===== config.mk =====
export PLATFORM = sky130hd
export DESIGN_NAME = led4_scan_ctrl
export DESIGN_NICKNAME = d
export VERILOG_FILES = /design/src/rtl/led4_scan_ctrl.sv
export SDC_FILE = /design/constraint.sdc
export NUM_CORES = 1
export LEC_CHECK = 0
export ABC_AREA = 1
export CAP_MARGIN = 40
export CORE_MARGIN = 1.5
export CORE_UTILIZATION = 45
export DETAILED_ROUTE_END_ITERATION = 7
export GPL_TIMING_DRIVEN = 0
export PLACE_DENSITY = 0.65
export SLEW_MARGIN = 10
export SYNTH_ARGS = -nofsm -noshare
export SYNTH_HDL_FRONTEND = slang
export SYNTH_SLANG_ARGS = --single-unit

===== constraint.sdc =====
create_clock -name Clk_50MHz -period 2 [get_ports Clk_50MHz]
set_input_delay 0.4 -clock Clk_50MHz [delete_from_list [all_inputs] [get_ports Clk_50MHz]]
set_output_delay 0.4 -clock Clk_50MHz [all_outputs]
set_load 0.01 [all_outputs]

===== src/rtl/led4_scan_ctrl.sv =====
// 4-digit BCD counter with a multiplexed active-low 7-segment scan; Value moves 3 clocks after a synchronized
// Clk_20Hz rise, display outputs lag the scan FSM by one clock. Macro LED4_LEADING_ZERO_BLANK_EN blanks leading zeros.
module led4_scan_ctrl #(
    parameter int SCAN_DIV  = 4,
    parameter int BLANK_CYC = 50,
    parameter int DP_POS    = 4
) (
    input  logic        Clk_50MHz,
    input  logic        Reset,
    input  logic        Clk_20Hz,
    input  logic        Clk_20kHz,
    input  logic        Count_En,
    input  logic        Count_Clr,
    output logic [6:0]  Seg,
    output logic        Dp,
    output logic [3:0]  Digit,
    output logic [15:0] Value,
    output logic        Carry
);

    typedef enum logic {ST_SHOW, ST_BLANK} state_t;

    logic [2:0]  r_s20;
    logic [2:0]  r_s20k;
    logic        r_tick20;
    logic        r_tick20k;
    logic [15:0] r_value;
    logic        r_carry;
    logic [7:0]  r_pre;
    logic        r_adv;
    state_t      r_state;
    logic [1:0]  r_idx;
    logic [7:0]  r_bcnt;
    logic [6:0]  r_seg;
    logic        r_dp;
    logic [3:0]  r_digit;

    logic [15:0] w_value_inc;
    logic        w_chain;
    logic [3:0]  w_nib;
    logic [6:0]  w_seg_dec;
    logic        w_lz;

    // Bits [1:0] synchronize, bit [2] is the history used for rise detection.
    always_ff @(posedge Clk_50MHz or posedge Reset) begin
        if (Reset) begin
            r_s20     <= 3'b000;
            r_s20k    <= 3'b000;
            r_tick20  <= 1'b0;
            r_tick20k <= 1'b0;
        end else begin
            r_s20     <= {r_s20[1:0], Clk_20Hz};
            r_s20k    <= {r_s20k[1:0], Clk_20kHz};
            r_tick20  <= r_s20[1] & ~r_s20[2];
            r_tick20k <= r_s20k[1] & ~r_s20k[2];
        end
    end

    always_comb begin
        w_value_inc = r_value;
        w_chain     = 1'b1;
        for (int i = 0; i < 4; i++) begin
            if (w_chain) begin
                if (r_value[4*i +: 4] >= 4'd9) begin
                    w_value_inc[4*i +: 4] = 4'd0;
                end else begin
                    w_value_inc[4*i +: 4] = r_value[4*i +: 4] + 4'd1;
                    w_chain               = 1'b0;
                end
            end
        end
    end

    always_ff @(posedge Clk_50MHz or posedge Reset) begin
        if (Reset) begin
            r_value <= 16'h0000;
            r_carry <= 1'b0;
        end else if (Count_Clr) begin
            r_value <= 16'h0000;
            r_carry <= 1'b0;
        end else if (r_tick20 && Count_En) begin
            r_value <= w_value_inc;
            r_carry <= (r_value == 16'h9999);
        end else begin
            r_carry <= 1'b0;
        end
    end

    always_ff @(posedge Clk_50MHz or posedge Reset) begin
        if (Reset) begin
            r_pre <= 8'd0;
            r_adv <= 1'b0;
        end else if (r_tick20k) begin
            if (r_pre == 8'(SCAN_DIV - 1)) begin
                r_pre <= 8'd0;
                r_adv <= 1'b1;
            end else begin
                r_pre <= r_pre + 8'd1;
                r_adv <= 1'b0;
            end
        end else begin
            r_adv <= 1'b0;
        end
    end

    // Advance requests seen in BLANK fall through the default hold and are lost.
    always_ff @(posedge Clk_50MHz or posedge Reset) begin
        if (Reset) begin
            r_state <= ST_BLANK;
            r_idx   <= 2'd3;
            r_bcnt  <= 8'd0;
        end else begin
            case (r_state)
                ST_SHOW: begin
                    if (r_adv) begin
                        r_state <= ST_BLANK;
                        r_bcnt  <= 8'd0;
                    end
                end
                default: begin
                    if (r_bcnt == 8'(BLANK_CYC - 1)) begin
                        r_state <= ST_SHOW;
                        r_idx   <= r_idx + 2'd1;
                        r_bcnt  <= 8'd0;
                    end else begin
                        r_bcnt  <= r_bcnt + 8'd1;
                    end
                end
            endcase
        end
    end

    assign w_nib = r_value[{r_idx, 2'b00} +: 4];

    always_comb begin
        case (w_nib)
            4'd0:    w_seg_dec = 7'h40;
            4'd1:    w_seg_dec = 7'h79;
            4'd2:    w_seg_dec = 7'h24;
            4'd3:    w_seg_dec = 7'h30;
            4'd4:    w_seg_dec = 7'h19;
            4'd5:    w_seg_dec = 7'h12;
            4'd6:    w_seg_dec = 7'h02;
            4'd7:    w_seg_dec = 7'h78;
            4'd8:    w_seg_dec = 7'h00;
            4'd9:    w_seg_dec = 7'h10;
            default: w_seg_dec = 7'h7F;
        endcase
    end

`ifdef LED4_LEADING_ZERO_BLANK_EN
    always_comb begin
        case (r_idx)
            2'd1:    w_lz = (r_value[15:4] == 12'h000);
            2'd2:    w_lz = (r_value[15:8] == 8'h00);
            2'd3:    w_lz = (r_value[15:12] == 4'h0);
            default: w_lz = 1'b0;
        endcase
    end
`else
    assign w_lz = 1'b0;
`endif

    always_ff @(posedge Clk_50MHz or posedge Reset) begin
        if (Reset) begin
            r_seg   <= 7'h7F;
            r_dp    <= 1'b1;
            r_digit <= 4'hF;
        end else if (r_state == ST_SHOW) begin
            r_seg   <= w_lz ? 7'h7F : w_seg_dec;
            r_dp    <= ({1'b0, r_idx} == 3'(DP_POS)) ? 1'b0 : 1'b1;
            r_digit <= ~(4'b0001 << r_idx);
        end else begin
            r_seg   <= 7'h7F;
            r_dp    <= 1'b1;
            r_digit <= 4'hF;
        end
    end

    assign Seg   = r_seg;
    assign Dp    = r_dp;
    assign Digit = r_digit;
    assign Value = r_value;
    assign Carry = r_carry;

endmodule

=== Yosys cells after proc, flatten, opt, wreduce, memory -nomap -nowiden ===
Memory sizes are Yosys's and may differ from the RTL's.
Cells that the tools add are included.

* Add/sub/neg operators: 7
* Magnitude comparators: 4
* Equality and inequality tests: 3
* Shift-type cells: 2
* Multiplexer cells: 27
* Bitwise gates (word level): 5
* Reductions and logical operators: 10

{| class="wikitable"
|+ Operators with widths
! kind !! number
|-
| $mux W16 || 2
|-
| $mux W4 || 8
|-
| $mux W8 || 4
|-
| $add A4 B1 Y4 const B || 4
|-
| $add A8 B1 Y8 const B || 2
|-
| $eq A16 B16 Y1 const B || 1
|-
| $ge A4 B4 Y1 const B || 4
|-
| $shiftx A16 B5 Y4 || 1
|-
| $mux W1 || 12
|-
| $reduce_bool A2 Y1 || 5
|-
| $eq A8 B2 Y1 const B || 1
|-
| $eq A8 B6 Y1 const B || 1
|-
| $reduce_and A2 Y1 || 4
|-
| $mux W7 || 1
|-
| $not A4 Y4 || 1
|-
| $shl A1 B2 Y4 const A || 1
|-
| $add A2 B1 Y2 const B || 1
|-
| $and A1 B1 Y1 || 2
|-
| $not A1 Y1 || 2
|-
| $logic_and A1 B1 Y1 || 1
|}

* Bits in registers: 56
* Memory bits (read-only): 112
* Input bits: 6
* Output and inout port bits: 29
* Word-level logic and storage cells: 75
* Memories: 1

{| class="wikitable"
|+ Memories
! name !! depth !! bits a word !! read ports !! clocked after memory_dff !! wr ports !! line !! text
|-
| (no name shown) || 16 || 7 || 1 || 0 || 0 || 136 || <nowiki>case (w_nib)</nowiki>
|}

=== Logic depth before layout (Yosys ltp) ===
Gate-level depths: netlist (run 1).

* Depth in word-level cells: 7
* Depth in mapped cells: 11

=== Worst setup path after synthesis (run 1) ===
Ideal clock, no wire load.

* Path kind: flip-flop to flip-flop
* Start point: register r_idx[0]
* End point: register r_seg[6] (netlist: Seg[6])
* Library setup time: 83 ps
* Arrival: 1481 ps
* Required time: 1917 ps
* Setup slack: 436 ps
* Cell stages (with the launch flop): 11
* Path buffers: 1
* Cell sequence: dfstp_2 buf_6 inv_6 nand2_1 nand3_1 nand2_4 inv_2 ha_1 nand3b_1 nand3_1 nand2_1

* Cells in the longest elaborated chain, start to end: 3

{| class="wikitable"
|+ Ends and longest elaborated chain
! element !! line !! text
|-
| start: declaration || 32 || <nowiki>logic [1:0] r_idx;</nowiki>
|-
| start signal: assignment || 123 || <nowiki>r_idx <= r_idx + 2'd1;</nowiki>
|-
| $shiftx A16 B5 Y4 || 133 || <nowiki>assign w_nib = r_value[{r_idx, 2'b00} +: 4];</nowiki>
|-
| $mem_v2 Z16 W7 || - ||
|-
| $mux W7 || 169 || <nowiki>end else if (r_state == ST_SHOW) begin</nowiki>
|-
| end signal: assignment || 170 || <nowiki>r_seg <= w_lz ? 7'h7F : w_seg_dec;</nowiki>
|-
| end: declaration || 34 || <nowiki>logic [6:0] r_seg;</nowiki>
|}

Every way passes these cells.
A chain may end at the register's enable or synchronous reset.

=== Worst setup path in the final report (run 1) ===
* Start point: register r_value[12] (netlist: Value[12])
* End point: output port Value[12]

{| class="wikitable"
|+ RTL lines
! element !! line !! text
|-
| start: declaration || 27 || <nowiki>logic [15:0] r_value;</nowiki>
|-
| start signal: assignment || 82 || <nowiki>r_value <= w_value_inc;</nowiki>
|-
| end: declaration || 17 || <nowiki>output logic [15:0] Value,</nowiki>
|}

No word-level cell between the ends.

==> flow_results.org, run 1 <==
** Place
- Once placement completed, the tool counted placed cells totaling 506.
- Input and output buffers added on the ports amount to 33.
- DP Worst Slack :: 0.262 ns
- Post-detailed-placement half-perimeter wirelength :: 4.27 mm
- Final Wtd Congestion :: 0.828
- Cell area reported after detailed placement :: 3640 sq um

** Global routing
- Antenna violations before repair :: 0
- Total overflow reported by the global router :: 0
- Global-route wire length before repair :: 10.1 mm
- Maximum number of pins on one net before global-route repair :: 31
- The via count of the first global-routing pass was 2208.
- Overall global routing resource usage :: 16.9%

** Power
- VDD sags by at most 0.341 mV.
- Static Leakage :: 1.82 nW
- Dividing total power by cell area gives a power density of 838 nW/um^2.
- Total power for the finished layout comes to 3.12 mW.

** Worst setup path
- Critical path endpoint category :: output pin
- Highest net fanout along the worst path :: 8
- Max stage delay on crit path :: 0.60 ns
- Worst Path Class, Setup :: reg -> out
- At the worst endpoint, the required time is 1.60 ns.
- The critical path goes through clkdlybuf4s50_1.
- Data on the critical path arrives at its endpoint at 1.45 ns.
- Sum of buffers and inverters on the critical path :: 1
- For flop-to-flop paths, the worst setup slack is 0.28 ns.
- Dominant delay contributor by cell family on the critical path :: buffers and inverters
- On the critical path, the stage with the largest delay is an instance of clkdlybuf4s50_1.
- The worst setup path is launched from a flip-flop.

** Min path
- Type of the worst min-delay path :: reg -> reg

** Clock tree
- Buffers inserted by post-CTS timing repair :: 0
- CTS placed an instance of clkbuf_8 at the clock tree root.
- TritonCTS built the clock tree.
- Number of resized instances in the post-cts repair step :: 0
- Number of levels in the clock H-tree :: 2
- Buffers inserted during clock tree synthesis total 5.
- TritonCTS sink count :: 56
- Clock Pin Slew Worst Setup and Hold Paths :: 0.10 ns
- The clock reaches the later pin of the worst-skew pair after 0.31 ns.
- In this run the deepest clock path goes through 2 buffers.
- Hold buffer count at cts :: 0

** STA
- Setup repair after global routing left no endpoint under its margin.
- Number of endpoints with negative hold slack in the final report :: 0
- Maximum achievable frequency :: 0.541 GHz
- On the final layout, the worst clock skew is 0.00564 ns.
- Final worst path period need :: 1.85 ns
- Final cycle utilization of the critical path :: 92.4%
- Worst-Margin Slew :: 0.555 ns
- After layout, the worst setup slack is 0.151 ns.
- Headroom to the max-slew limit :: 62.9%
- The final-report max-slew violation count came to 0.
- Final Hold Slack :: 0.356 ns
- Setup violations remaining at the end of the flow were counted as 0.
- After routing, the total negative slack on setup checks comes to 0 ns.

** Logic synthesis
- Distinct cell type count of the synthesized netlist :: 37
- Compound-gate portion of the synthesized area :: 5.25%
- Synthesis handed over a netlist of 376 instances.
- Multiplexer share of the synthesized area :: 0.316%
- The average instance in the mapped netlist occupies 8.42 sq um.
- Synthesized netlist net count :: 406
- In the post-synthesis netlist, the biggest area contributors are dfrtp_1 (33%), nand2_1 (13%), dfstp_2 (12%).
- Area share of the leading cell type in the synthesized netlist :: 33.2%
- After synthesis, the share of flip-flops with an asynchronous set or reset is 100%.
- After synthesis, flip-flops and latches occupy 44.8% of the total area.
- After synthesis, the largest family of logic cells by area is simple AND/OR/NAND/NOR gates.
- After Yosys synthesis, full adders, half adders and majority gates account for 9.48% of the synthesized area.
- Yosys printed 0 warnings.
- Post-synthesis sequential element count :: 56
- The synthesized netlist occupies a cell area of 3170 sq um.
- Area leader, netlist :: dfrtp_1
- XOR/XNOR share of the synthesized area :: 2.77%
- Simple-gate area share of the yosys netlist :: 29.6%
- Counting flops with a built-in enable in the synthesized netlist gives 0.
- The most used flip-flop cell after synthesis is dfrtp_1.

** Drt
- Remaining antenna violation count after routing :: 0
- In the final routed layout, each cell accounts on average for 11.3 um.
- For this block, the via count after detailed routing is 2434.
- Remaining design rule violation count :: 0
- Via density per instance :: 4.74
- After the first detailed-routing iteration, the DRC count stood at 149.
- Before antenna repair, the detailed router went through 4 iterations.
- For this block, the routed nets add up to 5.81 mm of wire.

** Floorplan
- Area enclosed by the die boundary :: 7550 sq um
- Vert. Die Dim :: 86.9 um
- Floorplan die width :: 86.9 um
- Once the floorplan was initialized, standard cells occupied 46.6% of the core.
- 35 I/O pins were placed.
- Row generation in the floorplan step produced 30 rows.
- Placeable core region :: 6790 sq um

** Layout
- For this run, the share of the core covered by cells in the final layout is 54.8%.
- The repair_antennas step left the layout with diodes totalling 0.
- In the final layout, the share of cells above drive strength 1 is 12.9%.
- Post-synthesis to final-layout area growth :: 17.5%
- Final instance area :: 3720 sq um
- Post-layout instance count excluding filler cells :: 514
- Leaving out fill and tap cells, the most frequent cells in the layout are nand2_1 (111), inv_1 (45), dfrtp_1 (42), clkdlybuf4s50_1 (33), nand3_1 (31).
- The net count of the finished layout is 447.
- Leaving out fill and tap cells, the most frequent cell in the layout is nand2_1.

** Job
- Max-capacitance violation count :: 0

** Status
- The flow ran to the end, and the final reports show no timing, DRC or antenna violations.
report_power, final:
part | internal (mW) | switching (mW) | leakage, nW
logic | 0.426 | 0.491 | 1.09
clock network | 0.244 | 0.364 | 0.0388
registers | 1.39 | 0.199 | 0.698
total | 2.06 | 1.05 | 1.82
path summary, 6_finish.rpt:
check	start	to	depth (start not counted)
max	Value[12]	Value[12]	1
min in group asynchronous	Reset	r_pre[4]	2
min reg2reg	r_s20k[0]	r_s20k[1]	0
max reg2reg	r_idx[0]	Seg[6]	10
min	r_s20k[0]	r_s20k[1]	0
max in group asynchronous	Reset	Seg[0]	3
sequential cells by signal, summed over array words and instances (netlist names):
register,cells
r_pre,8
Seg,7
r_bcnt,8
r_adv,1
r_idx,2
Carry,1
Value,16
r_tick20,1
r_s20k,3
r_s20,3
r_state,1
Digit,4
r_tick20k,1
cells in the mapped netlist, types with 3 or more instances:
library cell	instances
o22ai_1	3
o21ai_0	7
nand2_1	111
o21ai_1	5
inv_1	46
dfrtp_1	42
nand2_2	6
buf_2	3
a21oi_1	5
nand2_4	5
nand3_2	3
nor2_1	21
inv_2	3
nand4_1	10
dfstp_2	14
nand3_1	31
xor2_1	8
ha_1	24
nor3_1	5
cell type report:
cell class / count / area (sq um)
Buffer: 7 / 45.0
Clock buffer: 6 / 72.6
Clock inverter: 2 / 11.3
Fill cell: 642 / 3070
Inverter: 51 / 199
Multi-Input combinational cell: 262 / 1500
Sequential cell: 56 / 1420
Tap cell: 96 / 120
Timing Repair Buffer: 34 / 350
metal layers:
layer / vias up / track usage, % / share of wire [%]
met5: - / 0 / 0
met4: 0 / 3.96 / 0.96
met3: 6 / 3.41 / 3.8
met2: 42 / 27.4 / 46
met1: 1120 / 23.3 / 50
li1: 1266 / - / -
kinds of logic after synthesis:
group / count (synthesis)
flops: 56
buf+inv: 58
xor+xnor: 10
simple gates: 199
other cells: 1
mux: 1
compound gates: 27
fa+ha+maj: 24
Power figures use the tool's default switching activity.
==> run 2, diff against run 1 <==
Settings changed: ABC_CLOCK_PERIOD_IN_PS set to 2000.
==> results of run 2 <==
No change in the layout: final DEF, timing and power equal those of run 1.
==> run 3, diff against run 2 <==
Settings changed: CELL_PAD_IN_SITES_DETAIL_PLACEMENT set to 0, CELL_PAD_IN_SITES_GLOBAL_PLACEMENT set to 1, CORE_UTILIZATION 45 to 42, HOLD_SLACK_MARGIN set to 0.06, PLACE_DENSITY 0.65 to 0.78.
==> run 3 against run 2 <==
Effect of this change: wire length up 3.4%; die area up 6.9%; sequential power about the same; final area up 1.1%; hold slack better by 0.0089 ns; clock skew about the same; critical endpoint is now Value[8]; largest power group unchanged.
==> flow_results.org, run 3 (synthesis results as in run 1) <==
** Status
- Status :: finished, final reports clean (unchanged)

** Clock tree
- The TritonCTS sink count is 56 (unchanged).
- The buffer cell driving the clock tree root is clkbuf_8 (unchanged).
- Number of CTS-inserted buffers :: 5 (unchanged)
- The clock tree from TritonCTS is built (unchanged).
- The post-CTS repair timing setup buffer count was 0 (unchanged).
- Hold buffer count at cts :: 0 (unchanged)
- The number of gates resized after CTS is 0 (unchanged).
- Max Buffers Root-to-Sink :: 2 (unchanged)
- Later-pin clock latency in the skew report :: 0.31 ns (about the same)
- Clock Pin Slew Worst Setup and Hold Paths :: 0.10 ns (about the same)
- The number of levels the H-tree was split into came to 2 (unchanged).

** Worst setup path
- The worst endpoint data arrival time came to 1.47 ns (was 1.45 ns).
- The delay of the slowest cell on the worst path was 0.61 ns (was 0.60 ns).
- Launch point of the critical path :: Value[8] (was Value[12])
- Startpoint Class :: flip-flop (unchanged)
- The reg-to-reg setup timing slack was 0.26 ns (was 0.28 ns).
- Critical-path cell list: clkdlybuf4s50_1 (unchanged).
- Critical path endpoint category :: output pin (unchanged)
- Beginning of the worst register-to-register path :: r_idx[0] (unchanged)
- Data required time at the worst endpoint :: 1.60 ns (about the same)
- The highest-delay cell along the critical path is clkdlybuf4s50_1 (unchanged).
- Highest net fanout along the worst path :: 9 (was 8)
- The number of buffers and inverters on the critical path was 1 (unchanged).
- Dominant delay contributor by cell family on the critical path :: buffers and inverters (unchanged)
- The classification of the worst setup path is reg -> out (unchanged).

** Power
- The post-layout total power is 3.29 mW (was 3.12 mW).
- The reported leakage power is 1.85 nW (was 1.82 nW).
- Power density over the cells :: 875 nW/um^2 (was 838 nW/um^2)
- The worst voltage drop across the vdd grid came to 0.398 mV (was 0.341 mV).

** Layout
- Post-synthesis to final-layout area growth :: 18.8% (was 17.5%)
- Fill cell count :: 747 (was 642)
- Highest-count cells in the layout ignoring fill and taps :: nand2_1 (111), inv_1 (45), dfrtp_1 (42), clkdlybuf4s50_1 (33), nand3_1 (31) (unchanged)
- The final-stage net count was 447 (unchanged).
- Area of combinational cells with multiple inputs :: 1500 sq um (unchanged)
- The share of the core filled with cells in the final layout is 51.6% (was 54.8%).
- The most common library cell in the layout ignoring fill and taps was nand2_1 (unchanged).
- The number of diodes was 0 (unchanged).
- The fraction of layout cells with a size suffix above 1 came to 13.4% (was 12.9%).
- The area taken by flip-flops and latches was 1420 sq um (unchanged).
- Flip-flop count of the largest register after layout :: 16 (unchanged)

** Global routing
- The via count of the first global-routing pass was 2352 (was 2208).
- Antenna violations before repair :: 0 (unchanged)
- Total overflow reported by the global router :: 0 (unchanged)
- The largest net degree at the start of global routing was 37 (was 31).
- Overall global routing resource usage :: 16.4% (was 16.9%)
- Global-route wire length before repair :: 10.8 mm (was 10.1 mm)

** Floorplan
- The boundary pin count came to 35 (unchanged).
- The core region area came to 7290 sq um (was 6790 sq um).
- Area enclosed by the die boundary :: 8070 sq um (was 7550 sq um)
- Floorplan die width :: 89.8 um (was 86.9 um)
- Number of placement rows :: 31 (was 30)
- The effective utilization at floorplan was 43.4% (was 46.6%).
- The height of the die is 89.8 um (was 86.9 um).

** Drt
- The post-route DRC violation count is 0 (unchanged).
- Total vias in the final route :: 2424 (was 2434)
- The average wire per cell in the routed design is 11.6 um (was 11.3 um).
- The total detailed-routing wirelength came to 6.00 mm (was 5.81 mm).
- The number of optimization iterations in the first detailed-route pass is 4 (unchanged).
- Remaining antenna violation count after routing :: 0 (unchanged)
- Via density per instance :: 4.69 (was 4.74)
- The number of DRC violations after detailed-routing iteration 0 was 38 (was 149).

** Min path
- Type of the worst min-delay path :: reg -> reg (unchanged)
- The startpoint of the tightest hold check path was r_s20[0] (was r_s20k[0]).

** STA
- Final worst path period need :: 1.87 ns (was 1.85 ns)
- Final setup violation count :: 0 (unchanged)
- Final worst clock skew :: 0.00564 ns (about the same)
- Number of pins exceeding their max-slew limit in the final report :: 0 (unchanged)
- Setup repair after global routing missed its margin :: no (unchanged)
- Final cycle utilization of the critical path :: 93.7% (was 92.4%)
- The total count of hold-check failures in the final report was 0 (unchanged).
- Maximum achievable frequency :: 0.533 GHz (was 0.541 GHz)
- The final worst slack was 0.125 ns (was 0.151 ns).

** Place
- DP Worst Slack :: 0.260 ns (was 0.262 ns)
- The half-perimeter wire length after detailed placement was 4.55 mm (was 4.27 mm).
- Final Wtd Congestion :: 0.794 (was 0.828)
- The number of port buffers came to 33 (unchanged).

** Job
- Max-capacitance violation count :: 0 (unchanged)
run 3: layout make-up:
class	instances	area share, %
multi-input combinational	262	40.0
tap	99	3.29
sequential	56	37.7
buffer	7	1.20
timing repair buffer	34	9.31
clock inverter	2	1.03
inverter	51	5.29
clock buffer	6	2.19
run 3: power breakdown:
part	total, mW	leakage, nW	internal, mW	switching [mW]
Combinational	0.931	1.09	0.429	0.502
Sequential	1.60	0.698	1.40	0.200
Clock	0.765	0.0614	0.410	0.356
Total	3.29	1.85	2.23	1.06
run 3: per-layer routing:
metal	part of all wire, %	global-route usage, %
met4	1.6	6.08
met2	49	28.9
met5	0	0
met3	2.7	3.21
met1	46	19.8
run 3: metrics by stage:
step	cell area, sq um	TNS [ns]	std cells	hold slack (ns)
floorplan	3170	0	376	0.331
global placement	3620	-35.90	508	0.340
detailed placement	3640	0	509	0.347
CTS	3760	0	517	0.371
global route	3760	0	517	0.375
finish	3760	0	517	0.364
run 3: final timing paths:
kind / to / depth (start not counted)
setup / recovery: Value[8] / 1
min in group asynchronous: r_tick20 / 2
hold / removal: r_s20[1] / 0
hold reg to reg: r_s20[1] / 0
setup reg to reg: Seg[5] / 10
max in group asynchronous: r_state / 3
